<file path="src/rtl/ifetch_ctrl_pkg.sv">
`default_nettype none
// ============================================================================
//  Module      : ifetch_ctrl_pkg
//  Description : Shared types and constants for the instruction-fetch block.
//                Holds the sequencer state enum, the buffered fetch entry
//                and the instruction size in bytes.
//  Revision    : 1.0 - initial release
// ============================================================================
package ifetch_ctrl_pkg;

    localparam int INSTR_BYTES = 4;

    typedef enum logic [1:0] {
        ST_IDLE = 2'd0,
        ST_RUN  = 2'd1,
        ST_HALT = 2'd2
    } ifetch_state_e;

    typedef struct packed {
        logic [31:0] pc;
        logic [31:0] instr;
    } fetch_entry_t;

endpackage
`default_nettype wire

</file>
<file path="src/rtl/ifetch_fifo2.sv">
`default_nettype none
// ============================================================================
//  Module      : ifetch_fifo2
//  Description : Two-entry FIFO of {pc, instr} between fetch and decode.
//                Push and pop may happen together at any occupancy; flush
//                empties the buffer and wins over push/pop in that cycle.
//                The head entry is presented straight from storage.
//  Revision    : 1.0 - initial release
// ============================================================================
module ifetch_fifo2
    import ifetch_ctrl_pkg::*;
(
    input  logic         clk,
    input  logic         reset,
    input  logic         push,
    input  logic         pop,
    input  logic         flush,
    input  fetch_entry_t wr_data,
    output fetch_entry_t rd_data,
    output logic [1:0]   count
);

    fetch_entry_t r_mem [0:1];
    logic         r_rd_ptr;
    logic [1:0]   r_count;

    logic         w_pop_en;
    logic         w_wr_ptr;

    // A pop of an empty buffer is meaningless, so it is dropped here.
    assign w_pop_en = pop & (r_count != 2'd0);
    // Write slot sits count entries past the head; with count 2 and a
    // simultaneous pop that is the slot the head is vacating.
    assign w_wr_ptr = r_rd_ptr ^ r_count[0];

    // Storage, head pointer and occupancy.
    always_ff @(posedge clk) begin
        if (reset) begin
            r_mem[0] <= '0;
            r_mem[1] <= '0;
            r_rd_ptr <= 1'b0;
            r_count  <= 2'd0;
        end else if (flush) begin
            r_count  <= 2'd0;
        end else begin
            if (push) begin
                r_mem[w_wr_ptr] <= wr_data;
            end
            if (w_pop_en) begin
                r_rd_ptr <= ~r_rd_ptr;
            end
            case ({push, w_pop_en})
                2'b10:   r_count <= r_count + 2'd1;
                2'b01:   r_count <= r_count - 2'd1;
                default: r_count <= r_count;
            endcase
        end
    end

    assign rd_data = r_mem[r_rd_ptr];
    assign count   = r_count;

endmodule
`default_nettype wire

</file>
<file path="src/rtl/ifetch_ctrl.sv">
`default_nettype none
// ============================================================================
//  Module      : ifetch_ctrl
//  Description : Instruction-fetch sequencer. Owns the PC, addresses the
//                combinational instruction memory, buffers fetched words in
//                a 2-entry FIFO towards decode and handles PC redirects
//                (with wrong-path flush) from execute.
//                Optional bounds check enabled by IFETCH_BOUNDS_CHECK_EN:
//                a PC at or beyond 4*IMEM_WORDS in RUN raises a sticky
//                fault and halts fetching.
//  Revision    : 1.0 - initial release
// ============================================================================
module ifetch_ctrl
    import ifetch_ctrl_pkg::*;
#(
    parameter logic [31:0] RESET_PC   = 32'h0000_0000,
    parameter int          IMEM_WORDS = 20
) (
    input  logic        clk,
    input  logic        reset,
    input  logic        start,
    output logic [31:0] imem_addr,
    input  logic [31:0] imem_read,
    input  logic        redirect,
    input  logic [31:0] redirect_pc,
    output logic        out_valid,
    input  logic        out_ready,
    output logic [31:0] out_instr,
    output logic [31:0] out_pc,
    output logic        fault,
    output logic        busy
);

`ifdef IFETCH_BOUNDS_CHECK_EN
    localparam logic c_bounds_en = 1'b1;
`else
    localparam logic c_bounds_en = 1'b0;
`endif

    localparam logic [31:0] c_pc_limit  = 32'(INSTR_BYTES * IMEM_WORDS);
    localparam logic [31:0] c_pc_step   = 32'(INSTR_BYTES);
    localparam logic [31:0] c_align_msk = ~32'(INSTR_BYTES - 1);

    ifetch_state_e r_state;
    ifetch_state_e w_state_nxt;
    logic [31:0]   r_pc;
    logic          r_fault;

    logic          w_redirect_act;
    logic          w_oob;
    logic          w_pop;
    logic          w_push;
    logic [1:0]    w_count;
    fetch_entry_t  w_wr_entry;
    fetch_entry_t  w_head;

    // Redirect is ignored only once halted; it preempts push and bounds check.
    assign w_redirect_act = redirect & (r_state != ST_HALT);
    assign w_oob          = c_bounds_en & (r_state == ST_RUN) & ~redirect
                          & (r_pc >= c_pc_limit);
    assign w_pop          = out_valid & out_ready;
    assign w_push         = (r_state == ST_RUN) & ~redirect & ~w_oob
                          & ((w_count != 2'd2) | w_pop);

    assign w_wr_entry.pc    = r_pc;
    assign w_wr_entry.instr = imem_read;

    ifetch_fifo2 u_fifo (
        .clk     (clk),
        .reset   (reset),
        .push    (w_push),
        .pop     (w_pop),
        .flush   (w_redirect_act),
        .wr_data (w_wr_entry),
        .rd_data (w_head),
        .count   (w_count)
    );

    // Sequencer state register.
    always_ff @(posedge clk) begin
        if (reset) begin
            r_state <= ST_IDLE;
        end else begin
            r_state <= w_state_nxt;
        end
    end

    // Next-state logic: start leaves IDLE, a bounds fault ends RUN.
    always_comb begin
        w_state_nxt = r_state;
        case (r_state)
            ST_IDLE: if (start) w_state_nxt = ST_RUN;
            ST_RUN:  if (w_oob) w_state_nxt = ST_HALT;
            ST_HALT: w_state_nxt = ST_HALT;
            default: w_state_nxt = ST_IDLE;
        endcase
    end

    // Program counter: redirect target (word aligned) or sequential advance.
    always_ff @(posedge clk) begin
        if (reset) begin
            r_pc <= RESET_PC;
        end else if (w_redirect_act) begin
            r_pc <= redirect_pc & c_align_msk;
        end else if (w_push) begin
            r_pc <= r_pc + c_pc_step;
        end
    end

    // Sticky bounds-violation flag; stays 0 when the check is not built in.
    always_ff @(posedge clk) begin
        if (reset) begin
            r_fault <= 1'b0;
        end else if (w_oob) begin
            r_fault <= 1'b1;
        end
    end

    assign imem_addr = r_pc;
    assign out_valid = (w_count != 2'd0);
    assign out_instr = w_head.instr;
    assign out_pc    = w_head.pc;
    assign fault     = r_fault;
    assign busy      = (r_state == ST_RUN);

endmodule
`default_nettype wire

</file>
<file path="config.mk">
export PLATFORM = sky130hd
export DESIGN_NAME = ifetch_ctrl
export DESIGN_NICKNAME = d
export VERILOG_FILES = /design/src/rtl/ifetch_ctrl_pkg.sv /design/src/rtl/ifetch_fifo2.sv /design/src/rtl/ifetch_ctrl.sv
export SDC_FILE = /design/constraint.sdc
export NUM_CORES = 1
export LEC_CHECK = 0
export BUFFER_PORTS_ARGS = -buffer_cell sky130_fd_sc_hd__buf_4
export CAP_MARGIN = 10
export CELL_PAD_IN_SITES_DETAIL_PLACEMENT = 0
export CELL_PAD_IN_SITES_GLOBAL_PLACEMENT = 1
export CORE_MARGIN = 1
export CORE_UTILIZATION = 40
export CTS_CLUSTER_DIAMETER = 100
export DETAILED_ROUTE_END_ITERATION = 8
export HOLD_SLACK_MARGIN = 0.1
export PLACE_DENSITY = 0.79
export SETUP_SLACK_MARGIN = 0.2
export SLEW_MARGIN = 20
export SYNTH_ARGS = -nofsm -noshare
export SYNTH_HDL_FRONTEND = slang
export SYNTH_SLANG_ARGS = --single-unit
</file>
<file path="constraint.sdc">
create_clock -name clk -period 19.26 [get_ports clk]
set_input_delay 0.963 -clock clk [delete_from_list [all_inputs] [get_ports clk]]
set_output_delay 0.963 -clock clk [all_outputs]
set_load 0.02 [all_outputs]
</file>
After elaboration in Yosys (flattened, before gate mapping):

Memory sizes are Yosys's and may differ from the RTL's. A register that Yosys moved wholly into a read port is not among the register bits.
Cells that the tools add are included.
Widths: inputs -> output; s select.

* $add $sub $neg: 3
* eq/ne operators: 7
* mux-type cells: 16
* bitwise operators: 11
* reductions and logical operators: 8

Operators by type and width (count)
* $mux 32: 2
* $mux 64: 1
* $reduce_or 64->1: 1
* $add 32x3->32 const B: 1
* $mux 1: 10
* $ne 2x2->1 const B: 3
* $pmux 2 s3: 1
* $reduce_bool 2->1: 3
* $and 1x1->1: 5
* $eq 2x1->1 const B: 2
* $eq 2x2->1 const B: 2
* $not 1->1: 4
* $pmux 2 s2: 1
* $reduce_and 2->1: 2
* $add 2x1->2 const B: 1
* $logic_not 2->1: 1
* $mux 2: 1
* $reduce_or 2->1: 1
* $sub 2x1->2 const B: 1
* $or 1x1->1: 1
* $xor 1x1->1: 1

* register bits after elaboration: 37
* RAM bits: 128
* input port bits: 69
* logic and storage cells: 51
* memories: 1

Memory list
* u_fifo.r_mem: depth 2, bits a word 64, rd ports 1, clocked after Yosys merged registers in 1, write ports 2, line ifetch_fifo2.sv:23 `fetch_entry_t r_mem [0:1];`

Depth between registers and ports, before layout:

* word-level depth: 10
* depth in mapped cells: 10
* gate-level depth less buffers: 7

Modules after synthesis:

Synthesis repeated with hierarchy kept, for this count alone.

* cells, all modules: 611
* area, all modules: 7656.1 µm²

Modules (own cells, without submodules)
* ifetch_fifo2: instances 1, cells each 380, area each 5760.5 µm²
* ifetch_ctrl: instances 1, cells each 231, area each 1895.6 µm²

Worst setup path before layout:

OpenSTA, ideal clock, no wires.

* path type: input-to-reg
* start point: input port redirect
* end point: memory u_fifo.r_mem[1][0] (netlist name), enable pin
* library setup time: 568 ps
* data arrival time: 6151 ps
* data required time: 18692 ps
* slack: 12542 ps
* stages on the path: 5
* buffers on the path: 2
* cell sequence: buf_2 -> nor3b_4 -> nand2_1 -> buf_2 -> o21ai_0

RTL lines
* start, declared: line ifetch_ctrl.sv:24 `input logic redirect,`
* end, declared: line ifetch_fifo2.sv:23

==> metrics.csv <==
stage,metric,value,unit
min_path,hp-class,reg2reg,
setup_path,crit_arrival,2330,ps
drt,wl_per_cell,19.3,um
clock_tree,clock_sinks,160,
sta,slew_violations,0,
die,initial_core_util,41.0,%
cells_and_area,mostFrequentLayoutCell,buf_4,
clock_tree,clock-root-buffer,clkbuf_16,
grt,grt_max_degree,44,
cells_and_area,antenna_cells,0,
cells_and_area,nFillCells,1676,
grt,grt_pass1_vias,5549,
cells_and_area,fin_nets,836,
placed_design,hpwl,12800,um
sta,tns,0,ps
grt,grt-ovfl-total,0,
sta,clock.fmax,304,MHz
grt,met2_usage,32.1,%
logic_synthesis,synthArstFlopShare,0,%
setup_path,reg2reg_setup_slack,16140,ps
setup_path,cp_max_fo,43,
sta,min_period,3290,ps
placed_design,gp_congestion,0.819,
setup_path,crit_type,reg2out,
grt,grt_pass1_wl,30000,um
drt,drt_iter0_markers,315,
drt,route.detailed.drc,0,
drt,drt_wl_total,19500,um
die,core_area,18800,sq um
sta,rsz0062_at_grt,false,
sta,hold_viol,0,
sta,hold_slack,554,ps
clock_tree,clk_latency,420,ps
clock_tree,cts_max_path_buffers,2,
run,cap_violations,0,
clock_tree,cts_hold_buf,0,
clock_tree,clkTransAtPathRegs,60,ps
cells_and_area,area_growth,25.4,%
grt,grt_util_all_layers,19.8,%
logic_synthesis,synth_area,7700,sq um
logic_synthesis,seq_area_frac_synth,57.7,%
grt,grt_util_met1,26.4,%
logic_synthesis,ys_types,60,
die,io_pins,168,
power_and_ir_drop,p_per_area,84.1,nW/um^2
status,outcome,finished clean,
sta,skew,10.2,ps
die,die_height,141,um
logic_synthesis,ys.flop_type,edfxtp_1,
clock_tree,numCtsBuffers,17,
grt,busiest_layer,met2,
logic_synthesis,avgSynthCellArea,12.3,sq um
clock_tree,post_cts_buffers,0,
sta,max_slew.worst_pin.slew,930,ps
placed_design,dp.cells,978,
cells_and_area,fin_util,51.4,%
power_and_ir_drop,p_leak,3.74,nW
sta,finalSetupViolCount,0,
logic_synthesis,ys_ff_latch,160,
drt,antenna_left,0,
setup_path,cp-end-kind,output pin,
cells_and_area,drive_gt1_share,35.9,%
setup_path,startpoint_type,flip-flop,
clock_tree,cts_tree,yes,
clock_tree,cts_resized,0,
logic_synthesis,postSynthCellCount,624,
clock_tree,htree_levels,4,
logic_synthesis,yosysWarnings,0,
power_and_ir_drop,ir_drop,0.0633,mV
drt,drtPass1Iterations,5,
die,row_count,50,
drt,via_per_inst,5.49,
sta,max-slew-margin-rel,37.5,%
cells_and_area,fin_cells,1011,
die,die_x,141,um
placed_design,io_buffers,160,
grt,use_met3,4.21,%
setup_path,worstPathRequired,18300,ps
drt,via_count,5553,
logic_synthesis,synth_edf_count,124,
die,die-area,19800,sq um
grt,antenna_found_initial,0,
sta,period_share,17.1,%
cells_and_area,final_cell_mix,"164 x buf_4, 124 x edfxtp_1, 114 x and2_1",
==> cells by family (layout without fill, tap and decap cells) <==
group,after synthesis,after routing,synth area share (%)
XOR/XNOR,10,10,1.14
AND/OR/NAND/NOR,252,252,20.2
AO/OA/AOI/OAI,79,79,7.62
flip-flops,160,160,57.7
other,1,5,0.0487
buffers and inverters,57,206,3.82
adder cells (fa/ha/maj),2,2,0.325
multiplexers,63,63,9.19
==> cell usage after synthesis (4+ instances only) <==
cell,n,area [sq um]
a211oi_1,6,45.0
a22oi_1,9,67.6
a31oi_1,16,100
and2_1,114,713
buf_2,4,20.0
buf_4,5,37.5
clkbuf_1,34,128
clkbuf_8,4,55.1
dfxtp_1,36,721
edfxtp_1,124,3720
inv_1,7,26.3
mux2_2,62,698
nand2_1,24,90.1
nand3_1,16,80.1
nand4_1,11,68.8
nor2_1,18,67.6
nor3_1,12,60.1
o211ai_1,19,143
o21ai_0,6,30.0
o311ai_0,5,43.8
or3_1,5,31.3
or4_1,23,173
xnor2_1,4,35.0
xor2_1,6,52.6
==> registers in the layout, summed over array words and instances (netlist names), named ones only <==
name / flops
u_fifo.r_rd_ptr: 1
u_fifo.count: 2
r_state: 2
u_fifo.r_mem: 124
imem_addr: 30
==> critical path, stage by stage (launching register included) <==
cell and delay (ps):
dfxtp_2 720, buf_4 610, mux2_2 410, buf_4 160
==> metrics by stage <==
| step | setup WS [ps] | cell area, sq um | total power (W) |
|---|---|---|---|
| finish | 15970 | 9660 | 0.000812 |
| floorplan | 12540 | 7720 | 0.000462 |
| global placement | 15200 | 9010 | 0.000503 |
| CTS | 15590 | 9600 | 0.000816 |
| detailed placement | 15150 | 9070 | 0.000507 |
| global route | 15810 | 9660 | 0.000841 |
==> worst paths after layout <==
check                  start                 end  cells past startpoint
max reg2reg  u_fifo.count[0]  u_fifo.r_mem[1][6]                      5
min               r_state[0]          r_state[0]                      2
max                flip-flop          out_pc[29]                      3
min reg2reg       r_state[0]          r_state[0]                      2
==> layout make-up <==
class                      instances  area (sq um)  area share, %
timing repair buffer             168          1340           13.9
tap                              234           293           3.03
clock inverter                    11          93.8          0.972
multi-input combinational        411          3020           31.3
clock buffer                      20           437           4.52
sequential                       160          4450           46.0
inverter                           7          26.3          0.272
==> metal layers <==
layer,share of wire (%),vias to the layer above
met4,1.5,0
met1,45,2683
met2,47,222
li1,-,2622
met3,6.4,26
met5,0,-
==> report_power, final <==
part / switching (W) / internal (W) / total (W)
Sequential: 0.0000152 / 0.000390 / 0.000405
Clock: 0.000136 / 0.000176 / 0.000312
Combinational: 0.0000524 / 0.0000427 / 0.0000951
No activity file was read; power rests on OpenSTA's default activity.
